<file path="config.mk">
export PLATFORM = sky130hd
export DESIGN_NAME = pipe_stage_skid
export DESIGN_NICKNAME = d
export VERILOG_FILES = /design/src/rtl/pipe_stage_skid.sv
export SDC_FILE = /design/constraint.sdc
export NUM_CORES = 1
export LEC_CHECK = 0
export BUFFER_PORTS_ARGS = -buffer_cell sky130_fd_sc_hd__buf_2
export CORE_AREA = 5 5 80 82
export CTS_CLUSTER_DIAMETER = 120
export DETAILED_ROUTE_END_ITERATION = 12
export DIE_AREA = 0 0 85 87
export PLACE_DENSITY_LB_ADDON = 0.2
export SYNTH_ARGS = -nofsm -noshare
export SYNTH_HDL_FRONTEND = slang
export SYNTH_SLANG_ARGS = --single-unit
export TNS_END_PERCENT = 10
</file>
<file path="constraint.sdc">
create_clock -name clk -period 1.8 [get_ports clk]
set_input_delay 0 -clock clk [delete_from_list [all_inputs] [get_ports clk]]
set_output_delay 0 -clock clk [all_outputs]
set_load 0.01 [all_outputs]
</file>
<file path="src/rtl/pipe_stage_skid.sv">
// Pipeline stage register with a two-entry skid buffer, a registered in_ready,
// flush and nopify controls, and a saturating stall-cycle counter.
module pipe_stage_skid #(
    parameter int                 DATA_W    = 16,
    parameter logic [DATA_W-1:0]  NOP_VALUE = '0,
    parameter int                 CNT_W     = 16
) (
    input  logic              clk,
    input  logic              rst,
    input  logic              in_valid,
    output logic              in_ready,
    input  logic [DATA_W-1:0] in_data,
    input  logic              nopify,
    input  logic              flush,
    output logic              out_valid,
    input  logic              out_ready,
    output logic [DATA_W-1:0] out_data,
    output logic [1:0]        occupancy,
    output logic [CNT_W-1:0]  stall_count
);

    logic              m_vld_q, m_vld_d;
    logic [DATA_W-1:0] m_dat_q, m_dat_d;
    logic              s_vld_q, s_vld_d;
    logic [DATA_W-1:0] s_dat_q, s_dat_d;
    logic              in_rdy_q, in_rdy_d;
    logic [CNT_W-1:0]  stall_q, stall_d;

    logic accept, emit, store;

    assign accept = in_valid & in_rdy_q;
    assign emit   = m_vld_q & out_ready;
    // A nopified transfer completes the handshake but is never written.
    assign store  = accept & ~nopify;

    always_comb begin
        m_vld_d = m_vld_q;
        m_dat_d = m_dat_q;
        s_vld_d = s_vld_q;
        s_dat_d = s_dat_q;
        if (flush) begin
            m_vld_d = 1'b0;
            m_dat_d = NOP_VALUE;
            s_vld_d = 1'b0;
            s_dat_d = NOP_VALUE;
        end else if (!m_vld_q) begin
            // S is never occupied while M is empty.
            if (store) begin
                m_vld_d = 1'b1;
                m_dat_d = in_data;
            end
        end else if (emit) begin
            if (s_vld_q) begin
                m_dat_d = s_dat_q;
                s_vld_d = store;
                if (store) s_dat_d = in_data;
            end else begin
                m_vld_d = store;
                if (store) m_dat_d = in_data;
            end
        end else if (store) begin
            s_vld_d = 1'b1;
            s_dat_d = in_data;
        end
        in_rdy_d = ~s_vld_d;
    end

    always_comb begin
        stall_d = stall_q;
        if (m_vld_q && !out_ready && (stall_q != {CNT_W{1'b1}}))
            stall_d = stall_q + 1'b1;
    end

    always_ff @(posedge clk or negedge rst) begin
        if (!rst) begin
            m_vld_q  <= 1'b0;
            m_dat_q  <= NOP_VALUE;
            s_vld_q  <= 1'b0;
            s_dat_q  <= NOP_VALUE;
            in_rdy_q <= 1'b1;
            stall_q  <= '0;
        end else begin
            m_vld_q  <= m_vld_d;
            m_dat_q  <= m_dat_d;
            s_vld_q  <= s_vld_d;
            s_dat_q  <= s_dat_d;
            in_rdy_q <= in_rdy_d;
            stall_q  <= stall_d;
        end
    end

    assign in_ready    = in_rdy_q;
    assign out_valid   = m_vld_q;
    assign out_data    = m_vld_q ? m_dat_q : NOP_VALUE;
    assign occupancy   = {1'b0, m_vld_q} + {1'b0, s_vld_q};
    assign stall_count = stall_q;

endmodule

</file>
# Yosys cells after proc, flatten, opt, wreduce, memory -nomap -nowiden
# Cells that the tools add are included.
# op_classes
addsub,2
eq_ne,3
mux,21
bitwise_logic,5
reduce_logical,5
# ops
op,n
16-bit 2-to-1 mux,11
16-bit by 1-bit adder with 16-bit output (second input constant),1
16-bit != test (second input constant),1
1-bit 2-to-1 mux,10
1-bit AND,3
3-bit by 2-bit != test with 1-bit output (second input constant),1
3-bit != test (second input constant),1
1-bit by 1-bit adder with 2-bit output,1
1-bit logical AND,2
1-bit inverter,2
2-bit AND reduction,1
2-bit nonzero test,1
1-bit logical NOT,1
# word_totals
ff_bits,51
inputBits,22
output_inout_bits,36
word_cells,42

# Longest topological paths before layout
# Gate-level depths: netlist of run 1.
# depth
word_depth,7
ltp_mapped,6
depth_no_buf,5

# Worst setup path before layout of run 1
# Ideal clock, no wire load.
# synth_path
path_kind,reg-to-reg
from,"register in_rdy_q, in the netlist in_ready"
to,register s_dat_q[10]
setup_ns,0.121
t_arrival_ns,1.580
required_time_ns,1.679
path_slack_ns,0.099
stages_incl_launch_ff,7
path_buffers,2
synth_period_minus_slack_ns,1.701
cell_sequence,dfstp_2 -> nand2_1 -> or2_2 -> o21ba_2 -> clkbuf_1 -> buf_2 -> a22o_1
# synth_via
elab_chain_cells,7
# synth_rtl
element,line,text
"start, declared",26,"logic in_rdy_q, in_rdy_d;"
"start signal, assigned",87,in_rdy_q <= in_rdy_d;
1-bit AND *,31,assign accept = in_valid & in_rdy_q;
1-bit AND *,34,assign store = accept & ~nopify;
16-bit 2-to-1 mux *,--,
16-bit 2-to-1 mux,--,
16-bit 2-to-1 mux * (3 in series),--,
"end signal, assigned",86,s_dat_q <= s_dat_d;
"end, declared",25,"logic [DATA_W-1:0] s_dat_q, s_dat_d;"
# Every way passes the cells marked *; elsewhere a longest branch is shown, timed or not. The select of a mux whose other input is x is not followed.
# A chain may end at the register's enable or synchronous reset.

# Worst setup path in the final report of run 1
# layout_path
from,"register stall_q[5], in the netlist stall_count[5]"
to,"register stall_q[10], in the netlist stall_count[10]"
# layout_via
elab_chain_cells,2
word_cells_on_any_way,3
cone_classes,add/sub: 1; eq/ne: 1; reduce/logical: 1
# layout_rtl
element,line,text
"start, declared",27,"logic [CNT_W-1:0] stall_q, stall_d;"
"start signal, assigned",88,stall_q <= stall_d;
branches (longest 2 deep; another with 16-bit by 1-bit adder with 16-bit output),--,
# Several ways; the timed one is not identified.

==> run_results.csv, run 1 <==
group,metric,value,unit
pwr,combinationalPowerShare,15.8,%
synth,synth_edf_count,0,
global_route,grt_antenna_before_repair,0,
synth,synth.most_common_cell,"dfrtp_1",
synth,synth_flop_cell,"dfrtp_1",
layout,syn2layout_area_growth,28.4,%
critical_path,cp.arrival,1870,ps
critical_path,slowest_stage,"dfrtp_1",
pwr,switchingPower,0.677,mW
routing,routed-via-count,2254,
clocking,insertion_delay,300,ps
timing,hold_viol,0,
pwr,power_density,741,nW/um2
pwr,total_power,2.52,mW
routing,first_pass_iters,4,
timing,tightest_slew,657,ps
placement,place_area,3100,um2
critical_path,cp_slowest_stage_delay,450,ps
timing,skew,6.86,ps
critical_path,cp_max_fo,6,
layout,layout.nets,363,
layout,fin_area,3400,um2
global_route,grt_pass1_wl,11.0,mm
timing,fin_crit_sh,93.6,%
clocking,clockBufferDepth,2,
critical_path,cp_cell_sequence,"nand4_4 -> or2_1 -> nor3_1 -> mux2_2",
clocking,numCtsBuffers,5,
critical_path,critPathLaunchType,"register",
clocking,clk_pin_slew_worst_paths,90,ps
die,die_area,7400,um2
synth,ys_warn_count,0,
routing,wl,6.40,mm
timing,hold_ws,21.2,ps
clocking,cts_tree,"built",
synth,syn_area,2650,um2
pwr,power.leakage,1.67,nW
critical_path,cp-end-kind,"register",
synth,syn_avg_cell_area,10.2,um2
clocking,cts_max_level,2,
synth,syn_nets,283,
die,die_w,85,um
pwr,max-vdd-ir-drop,0.578,mV
placement,dp_hpwl,4.35,mm
pwr,seqPwrFrac,51.5,%
timing,rsz0062_at_grt,"false",
global_route,grt_pass1_vias,2320,
synth,synth.area.top_cells,"dfrtp_1 (47%), a22o_1 (5.3%), o2bb2ai_1 (5.3%)",
routing,drt_iter0_markers,109,
synth,yosysTopAreaCell,"dfrtp_1",
timing,tns,0,ps
die,ioPinCount,58,
synth,syn_inst,259,
die,die_y,87,um
critical_path,cp_num_buf_inv,0,
global_route,gr-total-overflow,0,
clocking,cts.sinks,51,
synth,ys_ff_latch,51,
routing,drc,0,
routing,route.antenna.remaining_nets,0,
timing,setup_viol,0,
die,rows,28,
global_route,track_usage,18.5,%
flow_run,cap_violations,0,
min_path,holdCritPathClass,"primary input to register",
global_route,grt_max_degree,52,
pwr,power_frac_clock,32.7,%
placement,numPortBuffers,57,
synth,ys_seq_area_share,48.2,%
critical_path,crit_required,1990,ps
placement,dp.cells,389,
layout,diodes,0,
pwr,switching_share,26.9,%
run_status,status,"finished, final reports clean",
placement,place_congestion,0.784,
clocking,root_buffer,"clkbuf_8",
routing,wl_per_cell,15.4,um
layout,drive_gt1_share,29.1,%
pwr,internal-power,1.84,mW
timing,max_freq,594,MHz
timing,slew_headroom,56.2,%
routing,avgViaCountPerCell,5.43,
critical_path,critPathKind,"register to register",
synth,synth_cell_types,44,
timing,period_needed,1680,ps
synth,netlist_top_cells_count,"dfrtp_1 (50), nor2_1 (22), o21ai_0 (21)",
layout,fin_cells,415,
synth,synth_top_area_share,47.2,%
synth,synthArstFlopShare,100,%
clocking,post_cts.repair.setup_buffers,0,
critical_path,critPathTopFamily,"simple AND/OR/NAND/NOR gates",
timing,drv_slew,0,
die,core_area,5680,um2
die,initial_utilization,46.7,%
==> registers in the layout (all words and copies together), names as in the netlist <==
register	count
m_dat_q	16
s_dat_q	16
s_vld_q	1
out_valid	1
stall_count	16
in_ready	1
==> power groups by stage <==
stage | Combinational (mW) | Clock (mW) | Sequential, mW
after floorplan | 0.184 | 0 | 1.32
after global placement | 0.368 | 0 | 1.31
after detailed placement | 0.373 | 0 | 1.32
after CTS | 0.403 | 0.848 | 1.29
after global routing | 0.450 | 0.894 | 1.31
final | 0.398 | 0.825 | 1.30
==> worst min-delay path: stages <==
cell and delay, ps:
buf_2 90, or2_2 130, a21oi_1 60
==> worst paths after layout <==
path                                               endpoint  slack, ps                        from  cells after the start
worst max-delay path            stall_count[10]$_DFFE_PN0P_        120  stall_count[5]$_DFFE_PN0P_                      4
min in group asynchronous       stall_count[15]$_DFFE_PN0P_        330                         rst                      3
worst min-delay path                    out_valid$_DFF_PN0_         20                      nopify                      3
worst max register to register  stall_count[10]$_DFFE_PN0P_        120  stall_count[5]$_DFFE_PN0P_                      4
worst min register to register       m_dat_q[4]$_DFFE_PN0P_        490      m_dat_q[4]$_DFFE_PN0P_                      1
max in group asynchronous        stall_count[3]$_DFFE_PN0P_        980                         rst                      3
==> metal layers <==
metal,share of wire [%],GRT usage (%),vias up
met2,47,29.2,50
met4,1.7,8.06,0
met1,47,24.1,1079
li1,-,-,1114
met3,4.3,4.64,11
met5,0,0,-
==> what timing repair did <==
| item | 4_1_cts | 5_1_grt |
|---|---|---|
| endpoints found under the setup margin | 0 | 1 |
| gates resized for setup | 0 | 2 |
| endpoints found under the hold margin | 79 | 0 |
| hold buffers | 18 | 0 |
==> metrics by stage <==
step	worst slack [ps]	util [%]
floorplan	99.2	-
global placement	94.8	54.7
CTS	68.2	59.9
detailed placement	85.5	54.7
global route	18.8	60.0
finish	116	60.0
==> cell type report <==
| class | count | area (um2) |
|---|---|---|
| Sequential cell | 51 | 1280 |
| Clock buffer | 6 | 82.6 |
| Fill cell | 504 | 2270 |
| Multi-Input combinational cell | 187 | 1290 |
| Clock inverter | 2 | 35.0 |
| Inverter | 3 | 11.3 |
| Timing Repair Buffer | 91 | 611 |
| Tap cell | 75 | 93.8 |
==> layout by cell type, fill, tap and decap left out, types with 2 or more instances in the layout <==
master	synthesis	layout
or2_1	2	2
and2_1	16	16
nor2_1	22	21
xor2_1	6	6
nor3b_1	2	2
dlygate4sd3_1	0	18
nor4_4	2	2
nand2b_1	3	3
clkbuf_8	0	6
a21oi_1	20	20
ha_1	2	2
buf_2	4	57
nand4_2	2	2
o21a_1	2	2
mux2_2	2	2
o2bb2ai_1	16	16
o21ai_0	21	21
nor3_1	3	3
xnor2_1	2	2
dfrtp_1	50	48
buf_4	0	14
nand2_1	10	10
nor4_2	2	2
nand3_1	3	3
dfrtp_2	0	2
o31ai_1	16	16
a22o_1	16	16
inv_1	3	3
buf_12	0	2
==> kinds of logic (layout without fill, tap and decap cells) <==
kind of cell / Yosys count / in the layout / share of synthesized area [%]
compound gates: 98 / 98 / 25.4
simple gates: 76 / 76 / 18.3
flops: 51 / 51 / 48.2
xor+xnor: 8 / 8 / 2.64
fa+ha+maj: 2 / 2 / 0.944
buf+inv: 21 / 102 / 3.21
mux: 3 / 3 / 1.27
(Power assumes the default switching activity.)
==> run 2, diff against run 1 <==
BUFFER_PORTS_ARGS = -buffer_cell sky130_fd_sc_hd__buf_4   (was -buffer_cell sky130_fd_sc_hd__buf_2)
==> run_results.csv, run 2 (same netlist as run 1, synthesis figures left out) <==
group,metric,value,unit
critical_path,rrSetupSlack,90,ps
layout,syn2layout_area_growth,33.1,%
placement,dp_hpwl,4.33,mm
timing,drv_slew,0,
pwr,power_density,696,nW/um2
clocking,clk_pin_slew_worst_paths,90,ps
critical_path,crit_required,1990,ps
critical_path,cp_max_fo,6,
placement,place_congestion,0.807,
critical_path,cp_cell_sequence,"nand4_4 -> or2_1 -> nor3_1 -> mux2_2",
global_route,global_route.usage.met2,31.4,%
clocking,cts.sinks,51,
critical_path,critPathKind,"register to register",
critical_path,cp-end-kind,"register",
global_route,met3_usage,3.31,%
routing,drt_iter0_markers,165,
global_route,grt_pass1_wl,11.2,mm
global_route,grt_max_degree,52,
timing,fin_crit_sh,94.9,%
routing,first_pass_iters,4,
timing,setup_viol,0,
layout,layout.nets,362,
layout,fin_cells,414,
die,initial_utilization,46.7,%
routing,avgViaCountPerCell,5.56,
global_route,grt_pass1_vias,2347,
timing,slew_headroom,57.3,%
critical_path,cp_num_buf_inv,0,
pwr,max-vdd-ir-drop,0.415,mV
min_path,holdCritPathClass,"primary input to register",
layout,num-fill-cells,503,
clocking,cts_tree,"built",
timing,tns,0,ps
global_route,gr-total-overflow,0,
placement,numPortBuffers,57,
timing,tightest_slew,641,ps
clocking,clockBufferDepth,2,
pwr,power.leakage,1.69,nW
layout,multi_input_area,1300,um2
die,die_w,85,um
routing,wl,6.48,mm
clocking,cts_max_level,2,
routing,drc,0,
layout,layout_common_cells,"buf_4 (70), dfrtp_1 (50), o21ai_0 (21), nor2_1 (21), a21oi_1 (20)",
placement,dp.cells,388,
placement,place_ws,129,ps
die,die_area,7400,um2
clocking,numCtsBuffers,5,
timing,rsz0062_at_grt,"true",
global_route,grt_antenna_before_repair,0,
die,ioPinCount,58,
critical_path,cp_slowest_stage_delay,460,ps
timing,skew,6.28,ps
global_route,track_usage,18.7,%
timing,period_needed,1710,ps
layout,seq_area,1280,um2
timing,hold_viol,0,
die,rows,28,
global_route,busiest_layer,"met2",
timing,max_freq,586,MHz
critical_path,cp.arrival,1900,ps
global_route,grt_use_met1,24.2,%
clocking,root_buffer,"clkbuf_8",
critical_path,slowest_stage,"dfrtp_1",
routing,wl_per_cell,15.7,um
routing,route.antenna.remaining_nets,0,
routing,routed-via-count,2300,
layout,final_common_cell,"buf_4",
layout,diodes,0,
die,die_y,87,um
layout,drive_gt1_share,28.0,%
timing,setup_ws,92.6,ps
clocking,post_cts.repair.setup_buffers,0,
critical_path,critPathTopFamily,"simple AND/OR/NAND/NOR gates",
die,core_area,5680,um2
run_status,status,"finished, final reports clean",
flow_run,cap_violations,0,
clocking,insertion_delay,300,ps
critical_path,critPathLaunchType,"register",
[run 2: metal layers]
metal  wire, um  up-vias  share of wire (%)
met5          0        -                  0
met4         91        0                1.4
met3        349        9                5.4
met2       3140       67                 48
met1       2900     1113                 45
li1           -     1111                  -
[run 2: final cells by class]
type / instances / share of cell area (%)
multi-input cells: 187 / 36.8
inverters: 3 / 0.319
flip-flops and latches: 51 / 36.2
well taps: 75 / 2.66
repair buffers: 90 / 21.1
clock buffers: 8 / 2.84
[run 2: where the power goes]
part | switching (mW) | internal, mW | total (mW)
Combinational | 0.222 | 0.218 | 0.440
Sequential | 0.0868 | 1.21 | 1.30
Clock | 0.365 | 0.352 | 0.717
[run 2: through the flow]
| step | util (%) | total power, mW | area [um2] | hold WS (ps) |
|---|---|---|---|---|
| floorplan | - | 1.51 | 2650 | -296 |
| global placement | 57.1 | 1.72 | 3240 | 76.9 |
| detailed placement | 57.1 | 1.73 | 3240 | 77.1 |
| CTS | 62.0 | 2.48 | 3520 | 2.21 |
| global route | 62.1 | 2.58 | 3530 | 27.1 |
| finish | 62.1 | 2.46 | 3530 | 9.57 |
[run 2: worst reg2reg max path, cell delays in order, from the launching register on]
cell and delay [ps]:
dfrtp_1 460, nand4_4 220, or2_1 310, nor3_1 260, mux2_2 360
[run 2: repair_timing]
item,4_1_cts,5_1_grt
gates resized for setup,0,1
setup endpoints to repair,0,3
hold endpoints to repair,78,0
hold buffers,18,0
[run 2: worst paths after layout]
kind / startpoint / cells after the start / end
min in group asynchronous: rst / 2 / stall_count[15]$_DFFE_PN0P_
setup reg to reg: stall_count[3]$_DFFE_PN0P_ / 4 / stall_count[10]$_DFFE_PN0P_
hold / removal: nopify / 3 / out_valid$_DFF_PN0_
setup / recovery: stall_count[3]$_DFFE_PN0P_ / 4 / stall_count[10]$_DFFE_PN0P_
max in group asynchronous: rst / 2 / s_dat_q[12]$_DFFE_PN0P_
hold reg to reg: m_dat_q[6]$_DFFE_PN0P_ / 1 / m_dat_q[6]$_DFFE_PN0P_
==> run 3, diff against run 2 <==
--- a/config.mk
+++ b/config.mk
@@ -8,6 +8,7 @@
 export BUFFER_PORTS_ARGS = -buffer_cell sky130_fd_sc_hd__buf_4
-export CORE_AREA = 5 5 80 82
+export CORE_AREA = 4 4 79 81
 export CTS_CLUSTER_DIAMETER = 120
+export CTS_CLUSTER_SIZE = 20
 export DETAILED_ROUTE_END_ITERATION = 12
-export DIE_AREA = 0 0 85 87
+export DIE_AREA = 0 0 83 85
 export PLACE_DENSITY_LB_ADDON = 0.2
==> constraint.sdc (replaced) <==
create_clock -name clk -period 1.8 [get_ports clk]
set_input_delay 0.27 -clock clk [delete_from_list [all_inputs] [get_ports clk]]
set_output_delay 0.27 -clock clk [all_outputs]
set_load 0.01 [all_outputs]
==> run_results.csv, run 3 (same netlist as run 1, synthesis figures left out) <==
group,metric,value,unit
critical_path,cp.arrival,1890,ps
global_route,grt_max_degree,52,
global_route,grt_antenna_before_repair,0,
clocking,postCtsHoldBufs,0,
critical_path,cp-end-kind,"register",
layout,layout_common_cells,"buf_4 (72), dfrtp_1 (48), o21ai_0 (21), nor2_1 (21), a21oi_1 (20)",
run_status,status,"finished, violations left",
timing,tns,0,ps
layout,utilization,61.5,%
timing,fin_crit_sh,94.2,%
pwr,power.leakage,1.62,nW
routing,wl,6.43,mm
clocking,clk_pin_slew_worst_paths,90,ps
routing,drt_iter0_markers,112,
placement,place_congestion,0.801,
pwr,power_density,724,nW/um2
routing,route.met3.wl,281,um
placement,place_area,3250,um2
timing,skew,6.84,ps
routing,route.antenna.remaining_nets,0,
die,initial_utilization,48.4,%
global_route,grt_pass1_wl,11.1,mm
routing,routed.top_layer,"met4",
timing,setup_ws,104,ps
critical_path,r2r-end,"stall_count[10]$_DFFE_PN0P_",
die,die_w,83,um
clocking,cts.sinks,51,
placement,place_ws,97.5,ps
run_status,violations,"hold timing",
clocking,post_cts.repair.setup_buffers,0,
critical_path,cp_max_fo,6,
routing,wl_met1,2.89,mm
timing,period_needed,1700,ps
pwr,total_power,2.44,mW
placement,dp_hpwl,4.52,mm
global_route,grt_pass1_vias,2234,
timing,hold_viol,15,
clocking,insertion_delay,300,ps
timing,tightest_slew,658,ps
critical_path,r2r_start,"stall_count[4]$_DFFE_PN0P_",
global_route,gr-total-overflow,0,
critical_path,rrSetupSlack,100,ps
timing,max_freq,590,MHz
timing,setup_viol,0,
clocking,cts_max_level,2,
min_path,holdCritPathClass,"primary input to asynchronous set/reset pin",
die,core_area,5470,um2
die,die_area,7060,um2
layout,fin_area,3360,um2
clocking,root_buffer,"clkbuf_8",
clocking,clockBufferDepth,2,
layout,layout.nets,346,
routing,first_pass_iters,4,
layout,final_common_cell,"buf_4",
clocking,cts_tree,"built",
layout,num-fill-cells,484,
critical_path,crit_required,1990,ps
routing,wl_per_cell,16.3,um
die,ioPinCount,58,
placement,numPortBuffers,57,
global_route,track_usage,19.0,%
pwr,max-vdd-ir-drop,0.376,mV
critical_path,critPathKind,"register to register",
routing,routed-via-count,2216,
die,rows,27,
routing,drc,0,
critical_path,critPathLaunchType,"register",
die,die_y,85,um
layout,diodes,0,
timing,rsz0062_at_grt,"true",
critical_path,worst_r2r_path_depth,4,
timing,drv_slew,0,
timing,slew_headroom,56.1,%
layout,drive_gt1_share,31.0,%
layout,syn2layout_area_growth,27.0,%
routing,avgViaCountPerCell,5.61,
routing,wl_met2,3.20,mm
timing,hold_ws,-3.65,ps
flow_run,cap_violations,0,
clocking,numCtsBuffers,5,
-- run 3: final cells by class --
cell class / instances / area (um2) / share of cell area (%)
well taps: 72 / 90.1 / 2.68
inverters: 3 / 11.3 / 0.335
repair buffers: 74 / 581 / 17.3
multi-input cells: 187 / 1300 / 38.6
flip-flops and latches: 51 / 1280 / 38.0
clock buffers: 7 / 96.3 / 2.86
clock inverters: 1 / 7.51 / 0.223
-- run 3: critical path, stage by stage, from the launching register on --
cell,delay [ps]
dfrtp_1,450
nand4_4,220
or2_1,310
nor3_1,250
mux2_2,360
-- run 3: how the worst max path moves through the flow --
stage	from	endpoint	slack, ps	cells after the start
3_3_place_gp	stall_count[3]$_DFFE_PN0P_	stall_count[10]$_DFFE_PN0P_	100	4
3_5_place_dp	stall_count[3]$_DFFE_PN0P_	stall_count[10]$_DFFE_PN0P_	100	4
4_1_cts	stall_count[3]$_DFFE_PN0P_	stall_count[10]$_DFFE_PN0P_	60	4
5_1_grt	stall_count[4]$_DFFE_PN0P_	stall_count[10]$_DFFE_PN0P_	-10	4
6_report	stall_count[4]$_DFFE_PN0P_	stall_count[10]$_DFFE_PN0P_	100	4
2_1_floorplan	in_ready$_DFF_PN1_	s_dat_q[10]$_DFFE_PN0P_	100	6
-- run 3: timing repair --
action,4_1_cts,5_1_grt
endpoints found under the setup margin,0,3
hold endpoints to repair,0,0
resized for setup,0,3
-- run 3: per-layer routing --
layer	up-vias	track usage, %
met5	-	0
met1	1066	25.6
met3	6	3.98
li1	1079	-
met4	0	5.50
met2	65	31.0
-- run 3: stage by stage --
stage          hold WS (ps)  instances
2_1_floorplan         -25.6        259
3_3_place_gp            342        387
3_5_place_dp            352        387
4_1_cts                9.60        395
5_1_grt                35.9        395
6_report              -3.65        395
-- run 3: power breakdown --
group          switching [mW]  internal (mW)  total, mW
registers              0.0825           1.21       1.30
logic                   0.212          0.191      0.403
clock network           0.385          0.350      0.735
total                   0.679           1.76       2.44
